File: src/rtl/rst_seq_ctrl.sv
// rst_seq_ctrl: board-level reset sequencer releasing downstream reset domains in order after PLL lock
module rst_seq_ctrl #(
    parameter int MAIN_CLOCK_PERIOD    = 7,
    parameter int STAGE_NUM            = 4,
    parameter int STAGE_DELAY          = 1000,
    parameter int LOCK_TIMEOUT         = 100000,
    parameter int ACK_TIMEOUT          = 70000,
    parameter int MAX_RETRY            = 3,
    parameter bit OUT_RST_ACTIVE_LEVEL = 1'b0
) (
    input  logic                 clk,
    input  logic                 rst,
    input  logic                 pll_locked,
    input  logic [STAGE_NUM-1:0] stage_done,
    input  logic                 soft_rst_req,
    output logic [STAGE_NUM-1:0] stage_rst,
    output logic                 seq_done,
    output logic                 seq_fail,
    output logic [3:0]           retry_cnt,
    output logic [2:0]           seq_state
);
    localparam int DELAY_RAW = STAGE_DELAY / MAIN_CLOCK_PERIOD;
    localparam int LOCK_RAW  = LOCK_TIMEOUT / MAIN_CLOCK_PERIOD;
    localparam int ACK_RAW   = ACK_TIMEOUT / MAIN_CLOCK_PERIOD;
    localparam logic [31:0] DELAY_LAST = 32'((DELAY_RAW > 1) ? DELAY_RAW - 1 : 0);
    localparam logic [31:0] LOCK_LAST  = 32'((LOCK_RAW > 1) ? LOCK_RAW - 1 : 0);
    localparam logic [31:0] ACK_LAST   = 32'((ACK_RAW > 1) ? ACK_RAW - 1 : 0);
    localparam logic [3:0]  RETRY_MAX  = 4'(MAX_RETRY);
    localparam logic [2:0]  LAST_IDX   = 3'(STAGE_NUM - 1);
    localparam logic [STAGE_NUM-1:0] ALL_ASSERT = {STAGE_NUM{OUT_RST_ACTIVE_LEVEL}};
    localparam logic [STAGE_NUM-1:0] FIRST_MASK = STAGE_NUM'(1);

    localparam logic [2:0] S_IDLE      = 3'd0;
    localparam logic [2:0] S_WAIT_LOCK = 3'd1;
    localparam logic [2:0] S_SETTLE    = 3'd2;
    localparam logic [2:0] S_ACK       = 3'd3;
    localparam logic [2:0] S_GAP       = 3'd4;
    localparam logic [2:0] S_RUN       = 3'd5;
    localparam logic [2:0] S_HOLD      = 3'd6;
    localparam logic [2:0] S_FAIL      = 3'd7;

    logic [1:0]           sync_q;
    logic                 lock_s;
    logic [2:0]           state_q, state_d;
    logic [31:0]          cnt_q, cnt_d;
    logic [2:0]           idx_q, idx_d;
    logic [STAGE_NUM-1:0] rst_q, rst_d;
    logic                 done_q, done_d;
    logic                 fail_q, fail_d;
    logic [3:0]           rc_q, rc_d;
    logic [7:0]           done_w;
    logic [STAGE_NUM-1:0] rel_mask;
    logic                 loss_ev, retry_ev;

    // Drive the masked stages to their inactive level, leave the others untouched
    function automatic logic [STAGE_NUM-1:0] release_bits(input logic [STAGE_NUM-1:0] cur,
                                                          input logic [STAGE_NUM-1:0] mask);
        return (cur & ~mask) | (~ALL_ASSERT & mask);
    endfunction

    assign lock_s    = sync_q[1];
    assign done_w    = 8'(stage_done);
    assign rel_mask  = STAGE_NUM'(8'd1 << idx_q);
    assign stage_rst = rst_q;
    assign seq_done  = done_q;
    assign seq_fail  = fail_q;
    assign retry_cnt = rc_q;
    assign seq_state = state_q;

    // Two-flop synchronizer for the asynchronous PLL lock indication
    always_ff @(posedge clk or negedge rst) begin
        if (!rst) sync_q <= 2'b00;
        else      sync_q <= {sync_q[0], pll_locked};
    end

    // Sequencer next state: soft request beats lock loss beats ack beats timeout
    always_comb begin
        state_d  = state_q;
        idx_d    = idx_q;
        rst_d    = rst_q;
        done_d   = done_q;
        fail_d   = fail_q;
        rc_d     = rc_q;
        loss_ev  = 1'b0;
        retry_ev = 1'b0;
        case (state_q)
            S_IDLE: state_d = S_WAIT_LOCK;
            S_WAIT_LOCK: begin
                if (lock_s) state_d = S_SETTLE;
                else if (cnt_q == LOCK_LAST) retry_ev = 1'b1;
            end
            S_SETTLE: begin
                if (!lock_s) state_d = S_WAIT_LOCK;
                else if (cnt_q == DELAY_LAST) begin
                    idx_d   = 3'd0;
                    rst_d   = release_bits(ALL_ASSERT, FIRST_MASK);
                    state_d = S_ACK;
                end
            end
            S_ACK: begin
                if (!lock_s) loss_ev = 1'b1;
                else if (done_w[idx_q]) begin
                    if (idx_q == LAST_IDX) begin
                        state_d = S_RUN;
                        done_d  = 1'b1;
                    end else begin
                        idx_d   = idx_q + 3'd1;
                        state_d = S_GAP;
                    end
                end else if (cnt_q == ACK_LAST) retry_ev = 1'b1;
            end
            S_GAP: begin
                if (!lock_s) loss_ev = 1'b1;
                else if (cnt_q == DELAY_LAST) begin
                    rst_d   = release_bits(rst_q, rel_mask);
                    state_d = S_ACK;
                end
            end
            S_RUN:  loss_ev = !lock_s;
            S_HOLD: state_d = (cnt_q == DELAY_LAST) ? S_WAIT_LOCK : S_HOLD;
            default: state_d = state_q;
        endcase
        if (loss_ev) begin
            rst_d   = ALL_ASSERT;
            done_d  = 1'b0;
            state_d = S_HOLD;
        end
        if (retry_ev) begin
            rst_d  = ALL_ASSERT;
            done_d = 1'b0;
            if (rc_q >= RETRY_MAX) begin
                state_d = S_FAIL;
                fail_d  = 1'b1;
            end else begin
                rc_d    = rc_q + 4'd1;
                state_d = S_HOLD;
            end
        end
        if (soft_rst_req) begin
            rst_d   = ALL_ASSERT;
            done_d  = 1'b0;
            fail_d  = 1'b0;
            rc_d    = 4'd0;
            state_d = S_HOLD;
        end
        cnt_d = (soft_rst_req || state_d != state_q) ? 32'd0 : cnt_q + 32'd1;
    end

    // Sequencer state and registered outputs
    always_ff @(posedge clk or negedge rst) begin
        if (!rst) begin
            state_q <= S_IDLE;
            cnt_q   <= 32'd0;
            idx_q   <= 3'd0;
            rst_q   <= ALL_ASSERT;
            done_q  <= 1'b0;
            fail_q  <= 1'b0;
            rc_q    <= 4'd0;
        end else begin
            state_q <= state_d;
            cnt_q   <= cnt_d;
            idx_q   <= idx_d;
            rst_q   <= rst_d;
            done_q  <= done_d;
            fail_q  <= fail_d;
            rc_q    <= rc_d;
        end
    end
endmodule
File: config.mk
export PLATFORM = sky130hd
export DESIGN_NAME = rst_seq_ctrl
export DESIGN_NICKNAME = d
export VERILOG_FILES = /design/src/rtl/rst_seq_ctrl.sv
export SDC_FILE = /design/constraint.sdc
export NUM_CORES = 1
export LEC_CHECK = 0
export BUFFER_PORTS_ARGS = -buffer_cell sky130_fd_sc_hd__buf_2
export CELL_PAD_IN_SITES_DETAIL_PLACEMENT = 0
export CELL_PAD_IN_SITES_GLOBAL_PLACEMENT = 1
export CORE_MARGIN = 2
export CORE_UTILIZATION = 52
export DETAILED_ROUTE_END_ITERATION = 8
export GPL_TIMING_DRIVEN = 0
export PLACE_DENSITY_LB_ADDON = 0.1
export SLEW_MARGIN = 10
export SYNTH_ARGS = -nofsm -noshare
export SYNTH_HDL_FRONTEND = slang
export SYNTH_SLANG_ARGS = --single-unit
File: constraint.sdc
create_clock -name clk -period 3.6 [get_ports clk]
set_clock_uncertainty 0.1 [all_clocks]
set_input_delay 0.18 -clock clk [delete_from_list [all_inputs] [get_ports clk]]
set_output_delay 0.18 -clock clk [all_outputs]
set_load 0.005 [all_outputs]
# After elaboration in Yosys (flattened, before gate mapping)

Cells that the tools add are included.

Register bits after elaboration: 50
Output and inout bits: 13
Logic and storage cells: 106

Add/sub/neg operators: 3
Order comparisons: 2
Eq/ne operators: 21
Shifts and indexed selects: 1
Muxes and demuxes: 51
Bitwise logic cells: 3
Reductions and logical operators: 17

Operators by type and width:

| kind                                                               | number |
|---|---|
| equality test 32 x 14 -> 1 bit (second input constant)             | 2 |
| 2-to-1 mux 3 bit                                                   | 15 |
| 2-to-1 mux 4 bit                                                   | 10 |
| adder 32 x 1 -> 32 bit (second input constant)                     | 1 |
| equality test 32 x 8 -> 1 bit (second input constant)              | 1 |
| 2-to-1 mux 32 bit                                                  | 1 |
| != test 5 bit (second input constant)                              | 4 |
| 2-to-1 mux 1 bit                                                   | 19 |
| case mux 3 bit (6 select lines)                                    | 1 |
| nonzero test 4 bit                                                 | 4 |
| != test 2 bit (second input constant)                              | 6 |
| equality test 3 x 2 -> 1 bit (second input constant)               | 3 |
| equality test 3 bit (second input constant)                        | 3 |
| case mux 4 bit (2 select lines)                                    | 1 |
| case mux 3 bit (2 select lines)                                    | 1 |
| AND reduction 6 bit                                                | 1 |
| nonzero test 2 bit                                                 | 3 |
| AND reduction 5 bit                                                | 1 |
| nonzero test 5 bit                                                 | 1 |
| adder 4 x 1 -> 4 bit (second input constant)                       | 1 |
| bitwise AND 4 bit                                                  | 1 |
| greater-or-equal comparator 4 x 2 -> 1 bit (second input constant) | 1 |
| < comparator 3 x 4 -> 1 bit (second input constant)                | 1 |
| NOT 4 bit                                                          | 1 |
| other kinds (13)                                                   | 15 |

# Depth between registers and ports, before layout

Gate-level depths: netlist of the first run.

Depth in word-level cells: 11
Depth in mapped cells: 10

# Worst setup path before layout of the first run

No wires, ideal clock.

Kind: register -> register
Start: register cnt_q[0]
End: register cnt_q[22]
Library setup time: 0.123 ns
Arrival: 2.198 ns
Required time: 3.377 ns
Slack: 1.179 ns
Cell stages (with the launch flop): 10
Path buffers: 1
Cell sequence: dfrtp_1 ha_1 and3_2 nand3_1 or4_4 o211ai_1 o211ai_1 o2111ai_2 buf_4 nor3_2

Longest elaborated chain between the ends: 10
Elaborated cells on any way between the ends: 21
Those cells by class: add/sub: 1; eq/ne: 4; mux: 15; reduce/logical: 1

Ends and longest elaborated chain:

| what                                                                            | RTL line     | text |
|---|---|---|
| start: declaration                                                              | 45           | `logic [31:0] cnt_q, cnt_d;` |
| start signal: assignment                                                        | 161          | `cnt_q <= cnt_d;` |
| equality test 32 x 8 -> 1 bit or equality test 32 x 14 -> 1 bit (tied branches) | --           |  |
| 2-to-1 mux 3 bit or 2-to-1 mux 1 bit (tied branches)                            | 94, 114, 110 |  |
| 2-to-1 mux 3 bit (tied with other cells)                                        | 113          | `if (!lock_s) loss_ev = 1'b1;` |
| case mux 3 bit (6 select lines) or 2-to-1 mux 1 bit (tied branches)             | 86, 101      |  |
| 2-to-1 mux 3 bit or case mux 1 bit (2 select lines) (tied branches)             | 123, 86      |  |
| 2-to-1 mux 3 bit                                                                | 128          | `if (retry_ev) begin` |
| 2-to-1 mux 3 bit                                                                | 139          | `if (soft_rst_req) begin` |
| != test 3 bit                                                                   | 146          | `cnt_d = (soft_rst_req \|\| state_d != state_q) ? 32'd0 : cnt_q + 32'd1;` |
| logical OR 1 bit                                                                | 146          |  |
| 2-to-1 mux 32 bit *                                                             | 146          |  |
| via cnt_d[22]                                                                   | 45           |  |

Mark *: on every way through the listed nets, which the timed path passes. The rest lies on a longest branch.
A chain may end at the register's enable or synchronous reset.

# Worst setup path after layout of the first run

Start: register cnt_q[0]
End: register cnt_q[30]

The elaborated chain is that of the path after synthesis.

==> summary.md, run 1 <==
| Metric | Value |
|---|---|
| Antenna Violating Nets Remaining | `0` |
| Num ports | `21` |
| M1 GR Usage | `0.2753` |
| Post-synthesis cell type count | `59` |
| Fmax | `between 300 and 400 MHz` |
| Slew headroom | `0.5793` |
| Post-Syn Area | `approximately 0.0033 sq mm` |
| Post-CTS Resized | `0` |
| Drc violations | `0` |
| Post-route cell area | `approximately 0.0036 sq mm` |
| Vias per cell | `around 5.8` |
| Initial DRC Count | `73` |
| DRT Wirelength | `approximately 7 mm` |
| Met2 usage | `0.3409` |
| Min-Delay Path Class | `in -> reg` |
| Hold Buf Count CTS | `1` |
| Placed Instance Area | `~0.0034 sq mm` |
| Row Count | `28` |
| Endpoints failing setup | `0` |
| Fin crit period | `around 2800 ps` |
| Ys async rst share | `1.000` |
| Routed len/inst | `15.85 microns` |
| Largest net degree at the start of global routing | `just over 50` |
| CTS tree | `built` |
| Maximum VDD drop | `about 0.18 mV` |
| Num CTS Buffers | `5` |
| Register area | `0.001251 sq mm` |
| Slew @ Worst Pin | `about 630 ps` |
| Setup bufs post-CTS | `0` |
| Core ar. | `0.005991 sq mm` |
| Ys Warns | `0` |
| Syn_nets | `around 340` |
| Worst-path clk slew | `around 90 ps` |
| Crit. End Element | `register` |
| Number of synthesized flops with an enable pin | `0` |
| Port Buffer Count | `20` |
| Seq/Total Area, Yosys | `0.3845` |
| Max FO, Critical Path | `10` |
| NumNets Final | `370` |
| Fin. Hold Viols | `0` |
| Syn Inst Count | `about 320` |
| Static Leak | `1.509 nW` |
| Vias in the first global route | `about 2,400` |
| All-Layer GR Usage | `0.2035` |
| Max-Cap Viols | `0` |
| Placed wire-length estimate | `about 5 mm` |
| Share of layout cells above drive strength 1 | `0.2429` |
| Total power | `0.0009588 W` |
| Antenna cells | `0` |
| Worst Path Arrival | `between 2000 and 3000 ps` |
| Depth of the CTS H-tree | `2` |
| Slew Limit Fails | `0` |
| Final core occ | `0.5938` |
| Starting Density | `0.5432` |
| #FFs+latches synth | `50` |
| P per Cell Area | `between 200 and 300 mW/mm^2` |
| Status | `completed` |
| First-pass GRT wire length | `11.61 mm` |
| Worst-Skew Late Latency | `around 300 ps` |
| Crit start category | `register` |
| Final period util | `0.7684` |
| Aggregate negative setup slack | `0 ps` |
| Multi-input logic area | `0.001842 sq mm` |
| Grt met3 use | `0.03479` |
| Worst EP required | `approximately 3700 ps` |
| Die Footprint | `roughly 0.0069 sq mm` |
| RSZ-0062 raised after global routing | `false` |
| P&R area growth vs syn | `9.304%` |
| GRT overflow | `0` |
| Chip height | `roughly 83 microns` |
| CTS root buf | `clkbuf_8` |
| GR peak layer | `met2` |
| Worst reg2reg setup slack | `830 ps` |
| Clock sink count | `50` |
| Die Wd | `approximately 83 microns` |
| Commonest register cell after synthesis | `dfrtp_1` |
| First drt pass iteration count | `5` |
| Synth Area per Inst | `between 10 and 15 sq um` |
| Via count | `roughly 2,500` |
| CP Class | `reg -> reg` |
| Initial antenna violation count | `0` |
| Gpl congestion | `approximately 0.86` |
| Clock Tree Buf Depth | `2` |
| Layout filler cell count | `roughly 530` |
==> critical path: stages (launching register included) <==
cell	delay (ps)
dfrtp_1	470
ha_1	240
and3_2	240
nand3_1	130
or4_4	580
o211ai_1	170
o211ai_1	140
o2111ai_2	210
buf_4	290
nor3_2	70
==> flip-flops by register name, summed over array words and instances, names as in the netlist <==
name / count
cnt_q: 32
retry_cnt: 4
stage_rst: 4
idx_q: 3
seq_state: 3
sync_q: 2
seq_done: 1
seq_fail: 1
==> cell usage in the layout, fill, tap and decap left out, drive strengths merged, types with 4 or more instances in the layout <==
cell type	count
inv	11
and3	6
xor2	14
o21ai	12
clkbuf	13
dfrtp	50
mux2i	4
or3	6
nand2	28
nand4	10
a21oi	8
and4	4
ha	9
nor3	43
nor4	8
nor2	24
buf	27
nand3	14
xnor2	17
nor2b	5
==> final cells by class <==
type                    count  area share
multi-input cells         249      0.5178
flip-flops and latches     50      0.3517
repair buffers             22     0.03447
plain buffers              14     0.03377
well taps                  75     0.02638
clock buffers               6     0.02040
inverters                  11     0.01161
clock inverters             2    0.003869
==> report_power, final <==
part	internal (W)	leakage, nW	switching [W]
Sequential	0.000565	0.681	0.00000515
Combinational	0.0000210	0.783	0.0000391
Clock	0.000138	0.0452	0.000191
Total	0.000724	1.51	0.000235
==> kinds of logic after synthesis <==
family	synth area share
simple gates	0.3318
xor+xnor	0.08920
flops	0.3845
compound gates	0.09112
fa+ha+maj	0.03460
mux	0.01922
buf+inv	0.04959
==> per-layer routing <==
layer	vias up	share of wire
met5	-	0
met4	0	0.011
met1	1217	0.47
met3	9	0.030
li1	1225	-
met2	39	0.49
==> metrics by stage <==
stage	std cells	hold slack, ps	setup WS [ps]
after global placement	419	188.9	852.9
after CTS	428	33.02	817.3
final	429	41.90	833.9
after global routing	429	48.35	680.7
after detailed placement	419	199.7	846.7
after floorplan	324	-215.6	1179
==> cell usage after synthesis (all sizes together) (3+ instances only) <==
cell type / n / share of area
xnor2: 17 / 0.046
nand2: 28 / 0.032
nor3: 43 / 0.11
nor4bb: 3 / 0.0092
mux2i: 4 / 0.012
a21oi: 8 / 0.012
nand3: 14 / 0.023
nor2b: 5 / 0.0096
nor2: 24 / 0.028
xor2: 14 / 0.043
and4: 4 / 0.011
nor4: 8 / 0.024
o21ai: 12 / 0.022
clkbuf: 7 / 0.015
or3: 6 / 0.012
a211oi: 3 / 0.0069
and3: 6 / 0.012
dfrtp: 50 / 0.38
inv: 11 / 0.013
ha: 9 / 0.035
buf: 7 / 0.022
nand4: 10 / 0.019
==> path summary, 6_finish.rpt <==
check | start | to | cells past startpoint
max reg2reg | cnt_q[0] | cnt_q[30] | 9
max in group asynchronous | rst | seq_state[0] | 2
min in group asynchronous | rst | stage_rst[3] | 2
min reg2reg | sync_q[0] | sync_q[1] | 0
max | cnt_q[0] | cnt_q[30] | 9
min | soft_rst_req | retry_cnt[1] | 2
Note: power is estimated with default switching activity, not from simulation.
==> run 2: changes to the inputs <==
ABC_AREA = 1   (was unset)
CORE_UTILIZATION = 46   (was 52)
clock period = 2.8 ns   (was 3.6 ns; I/O delays follow)
==> run 2 against run 1 <==
Effect of this change:
- critical path depth grew 2
- sequential power up 29%
- core utilization is 6.7 points lower
- clock power rose by 58%
- die area is 20% higher
- combinational power up 64%
- final cell count grew 31%
- hold slack improved by 220 ps
- critical path type unchanged
- largest cell class unchanged
- largest power group unchanged
==> summary.md, run 2 <==
| Metric | Value |
|---|---|
| Status | `completed (unchanged)` |
| Slowest stage cell on the critical path | `dfrtp_1 (was or4_4)` |
| Fin. Hold Viols | `0 (unchanged)` |
| CTS root buf | `clkbuf_8 (unchanged)` |
| GRT overflow | `0 (unchanged)` |
| Largest net degree at the start of global routing | `51 (unchanged)` |
| Fmax | `419.1 MHz (was 361.5 MHz)` |
| Synth top area share | `0.3601 (was 0.3845)` |
| Synth Area per Inst | `8.043 sq um (was 10.04 sq um)` |
| Final period util | `0.8521 (was 0.7684)` |
| Gpl congestion | `0.8049 (was 0.8605)` |
| Crit. path cell count | `11 (was 9)` |
| Max incr delay on CP | `440 ps (was 580 ps)` |
| Depth of the CTS H-tree | `2 (unchanged)` |
| Synth area leaders | `dfrtp_1 36%, nor2_4 11%, nand2_1 8.8%, inv_1 6.4%, nor2_1 5.7% (was dfrtp_1 38%, nor3_2 8.9%, xnor2_1 4.6%, xor2_1 3.5%, ha_1 3.5%)` |
| Ys Warns | `0 (unchanged)` |
| Slew @ Worst Pin | `663.6 ps (was 631.0 ps)` |
| Drc violations | `0 (unchanged)` |
| Max FO, Critical Path | `5 (was 10)` |
| Number of synthesized flops with an enable pin | `0 (unchanged)` |
| Met2 usage | `0.2948 (was 0.3409)` |
| CP Class | `reg -> reg (unchanged)` |
| WP buf/inv | `1 (unchanged)` |
| Post-Syn Area | `0.003475 sq mm (was 0.003254 sq mm)` |
| Min-Delay Path Class | `reg -> reg (was in -> reg)` |
| Routed len/inst | `12.42 microns (was 15.85 microns)` |
| Row Count | `31 (was 28)` |
| Critical-path cell list | `ha_1 -> nand3_2 -> inv_1 -> nand4_2 -> nor2_2 -> nand2_1 -> nor4_2 -> nand2_1 -> nor2_1 -> xnor2_1 -> nor2_4 (was ha_1 -> and3_2 -> nand3_1 -> or4_4 -> o211ai_1 -> o211ai_1 -> o2111ai_2 -> buf_4 -> nor3_2)` |
| Clock sink count | `50 (unchanged)` |
| Vias in the first global route | `2,611 (was 2,421)` |
| DRT Wirelength | `6.982 mm (was 6.798 mm)` |
| Syn_nets | `449 (was 341)` |
| Share of layout cells above drive strength 1 | `0.2225 (was 0.2429)` |
| Antenna cells | `0 (unchanged)` |
| Layout filler cell count | `749 (was 527)` |
| Final WS setup | `414.1 ps (was 833.9 ps)` |
| Clk network pwr share | `0.383 (was 0.343)` |
| Switching Fraction | `0.2381 (was 0.2452)` |
| Vias per cell | `4.815 (was 5.804)` |
| Register area | `0.001251 sq mm (unchanged)` |
| Slew Limit Fails | `0 (unchanged)` |
| Hold Buf Count CTS | `2 (was 1)` |
| Setup bufs post-CTS | `0 (unchanged)` |
| CTS tree | `built (unchanged)` |
| Worst-Skew Late Latency | `310 ps (was 300 ps)` |
| Post-CTS Resized | `0 (unchanged)` |
| Worst Path Arrival | `2490 ps (was 2860 ps)` |
| Largest register FFs | `32 (unchanged)` |
| Worst-path clk slew | `100 ps (was 90 ps)` |
| NumNets Final | `479 (was 370)` |
| Area leader, netlist | `dfrtp_1 (unchanged)` |
| Placed wire-length estimate | `5.223 mm (was 4.987 mm)` |
| P&R area growth vs syn | `10.55% (was 9.304%)` |
| Hold path startpoint | `sync_q[0] (was soft_rst_req)` |
| Ys async rst share | `1.000 (unchanged)` |
| Worst Reg-to-Reg Cells | `11 (was 9)` |
| GR peak layer | `met2 (unchanged)` |
| Syn Inst Count | `432 (was 324)` |
| Setup slack at placement | `412.8 ps (was 846.7 ps)` |
| Endpoints failing setup | `0 (unchanged)` |
| Commonest register cell after synthesis | `dfrtp_1 (unchanged)` |
| Total power | `0.001350 W (was 0.0009588 W)` |
| Maximum VDD drop | `0.2143 mV (was 0.1766 mV)` |
| Num ports | `21 (unchanged)` |
| Starting Density | `0.4765 (was 0.5432)` |
| First drt pass iteration count | `4 (was 5)` |
| Delay-heaviest family, CP | `simple AND/OR/NAND/NOR gates (unchanged)` |
| Top-count cell post-synth | `nand2_1 (was dfrtp_1)` |
| Most flop-heavy register | `cnt_q (unchanged)` |
| Fin crit period | `2386 ps (was 2766 ps)` |
| Sequential Power Share | `0.544 (was 0.595)` |
| Crit. End Element | `register (unchanged)` |
| P per Cell Area | `351.6 mW/mm^2 (was 269.5 mW/mm^2)` |
| First-pass GRT wire length | `12.62 mm (was 11.61 mm)` |
| Grt met3 use | `0.03005 (was 0.03479)` |
| Clock Tree Buf Depth | `2 (unchanged)` |
| Max-Cap Viols | `0 (unchanged)` |
| Most instantiated cells after synthesis | `81 x nand2_1, 59 x inv_1, 53 x nor2_1 (was 50 x dfrtp_1, 29 x nor3_2, 28 x nand2_1)` |
| Die Wd | `90.91 microns (was 83.11 microns)` |
| Switching power | `0.0003216 W (was 0.0002351 W)` |
| Comb power frac | `0.073 (was 0.063)` |
| Initial antenna violation count | `0 (unchanged)` |
| WHS Path Cells | `0 (was 2)` |
| Chip height | `90.91 microns (was 83.11 microns)` |
| Static Leak | `1.730 nW (was 1.509 nW)` |
| Aggregate negative setup slack | `0 ps (unchanged)` |
| Port Buffer Count | `20 (unchanged)` |
| Crit start category | `register (unchanged)` |
| Top cell by count, worst path | `nand2_1 (was o211ai_1)` |
| Worst EP required | `2900 ps (was 3700 ps)` |
| Internal | `0.001029 W (was 0.0007238 W)` |
| Post-synthesis cell type count | `32 (was 59)` |
| Multi-input logic area | `0.001904 sq mm (was 0.001842 sq mm)` |
| #FFs+latches synth | `50 (unchanged)` |
| Num CTS Buffers | `5 (unchanged)` |
| Slew headroom | `0.5576 (was 0.5793)` |
| Dpl cells | `551 (was 419)` |
| Worst setup startpoint | `cnt_q[0] (unchanged)` |
| RSZ-0062 raised after global routing | `false (unchanged)` |
| Antenna Violating Nets Remaining | `0 (unchanged)` |
| Final Non-Filler Cells | `562 (was 429)` |
| All-Layer GR Usage | `0.1852 (was 0.2035)` |
| Seq/Total Area, Yosys | `0.3601 (was 0.3845)` |
| Via count | `2,706 (was 2,490)` |
| Most common cell after layout, fill and taps aside | `nand2_1 (was dfrtp_1)` |
| Core ar. | `0.007292 sq mm (was 0.005991 sq mm)` |
| Die Footprint | `0.008265 sq mm (was 0.006907 sq mm)` |
| Initial DRC Count | `104 (was 73)` |
| Most frequent cells in the layout | `81 x nand2_1, 59 x inv_1, 53 x nor2_1 (was 50 x dfrtp_1, 29 x nor3_2, 28 x nand2_1)` |
| M1 GR Usage | `0.2671 (was 0.2753)` |
| Critical R2R Launch | `cnt_q[0] (unchanged)` |
run 2: cell types whose count changed in the layout (fill, tap and decap cells not counted), sizes merged, moves of 6 or more:
cell,change
clkbuf,-7
or3,-6
nand2,+67
nor3,-32
nor2,+72
xnor2,-8
nand3,+17
inv,+54
xor2,+6
run 2: routing by layer:
| metal | share of wire | up-vias |
|---|---|---|
| li1 | - | 1409 |
| met1 | 0.51 | 1257 |
| met2 | 0.46 | 36 |
| met3 | 0.030 | 4 |
| met4 | 0.0060 | 0 |
| met5 | 0 | - |
run 2: cells by family after synthesis:
kind of cell,count (synthesis),share of synthesized area
simple gates,252,0.4069
buf+inv,70,0.09182
flops,50,0.3601
xor+xnor,29,0.07310
compound gates,22,0.03565
fa+ha+maj,9,0.03241
run 2: path summary, 6_finish.rpt:
check | endpoint | slack, ps
max in group asynchronous | stage_rst[0] | 1870
min in group asynchronous | cnt_q[11] | 300
min | sync_q[1] | 260
min reg2reg | sync_q[1] | 260
max | cnt_q[28] | 410
max reg2reg | cnt_q[28] | 410
run 2: cell type report:
type                    count  area share
plain buffers               5     0.01954
clock buffers               6     0.01889
clock inverters             2    0.009772
inverters                  65     0.06352
multi-input cells         312      0.4958
flip-flops and latches     50      0.3257
well taps                  99     0.03225
repair buffers             23     0.03453
run 2: power by group through the flow:
| stage | clock, W | combinational, W | sequential, W |
|---|---|---|---|
| 4_1_cts | 0.000544 | 0.000100 | 0.000735 |
| 2_1_floorplan | 0 | 0.0000631 | 0.000749 |
| 3_5_place_dp | 0 | 0.0000974 | 0.000749 |
| 5_1_grt | 0.000570 | 0.000112 | 0.000736 |
| 6_report | 0.000517 | 0.0000984 | 0.000735 |
| 3_3_place_gp | 0 | 0.0000960 | 0.000749 |
run 2: through the flow:
| stage | cell area [sq um] | hold slack (ps) | util |
|---|---|---|---|
| 5_1_grt | 3841 | 284.2 | 0.5268 |
| 6_report | 3841 | 257.5 | 0.5268 |
| 4_1_cts | 3829 | 6.803 | 0.5251 |
| 3_5_place_dp | 3699 | 149.3 | 0.5072 |
| 2_1_floorplan | 3475 | -255.6 | - |
| 3_3_place_gp | 3699 | 148.5 | 0.5072 |
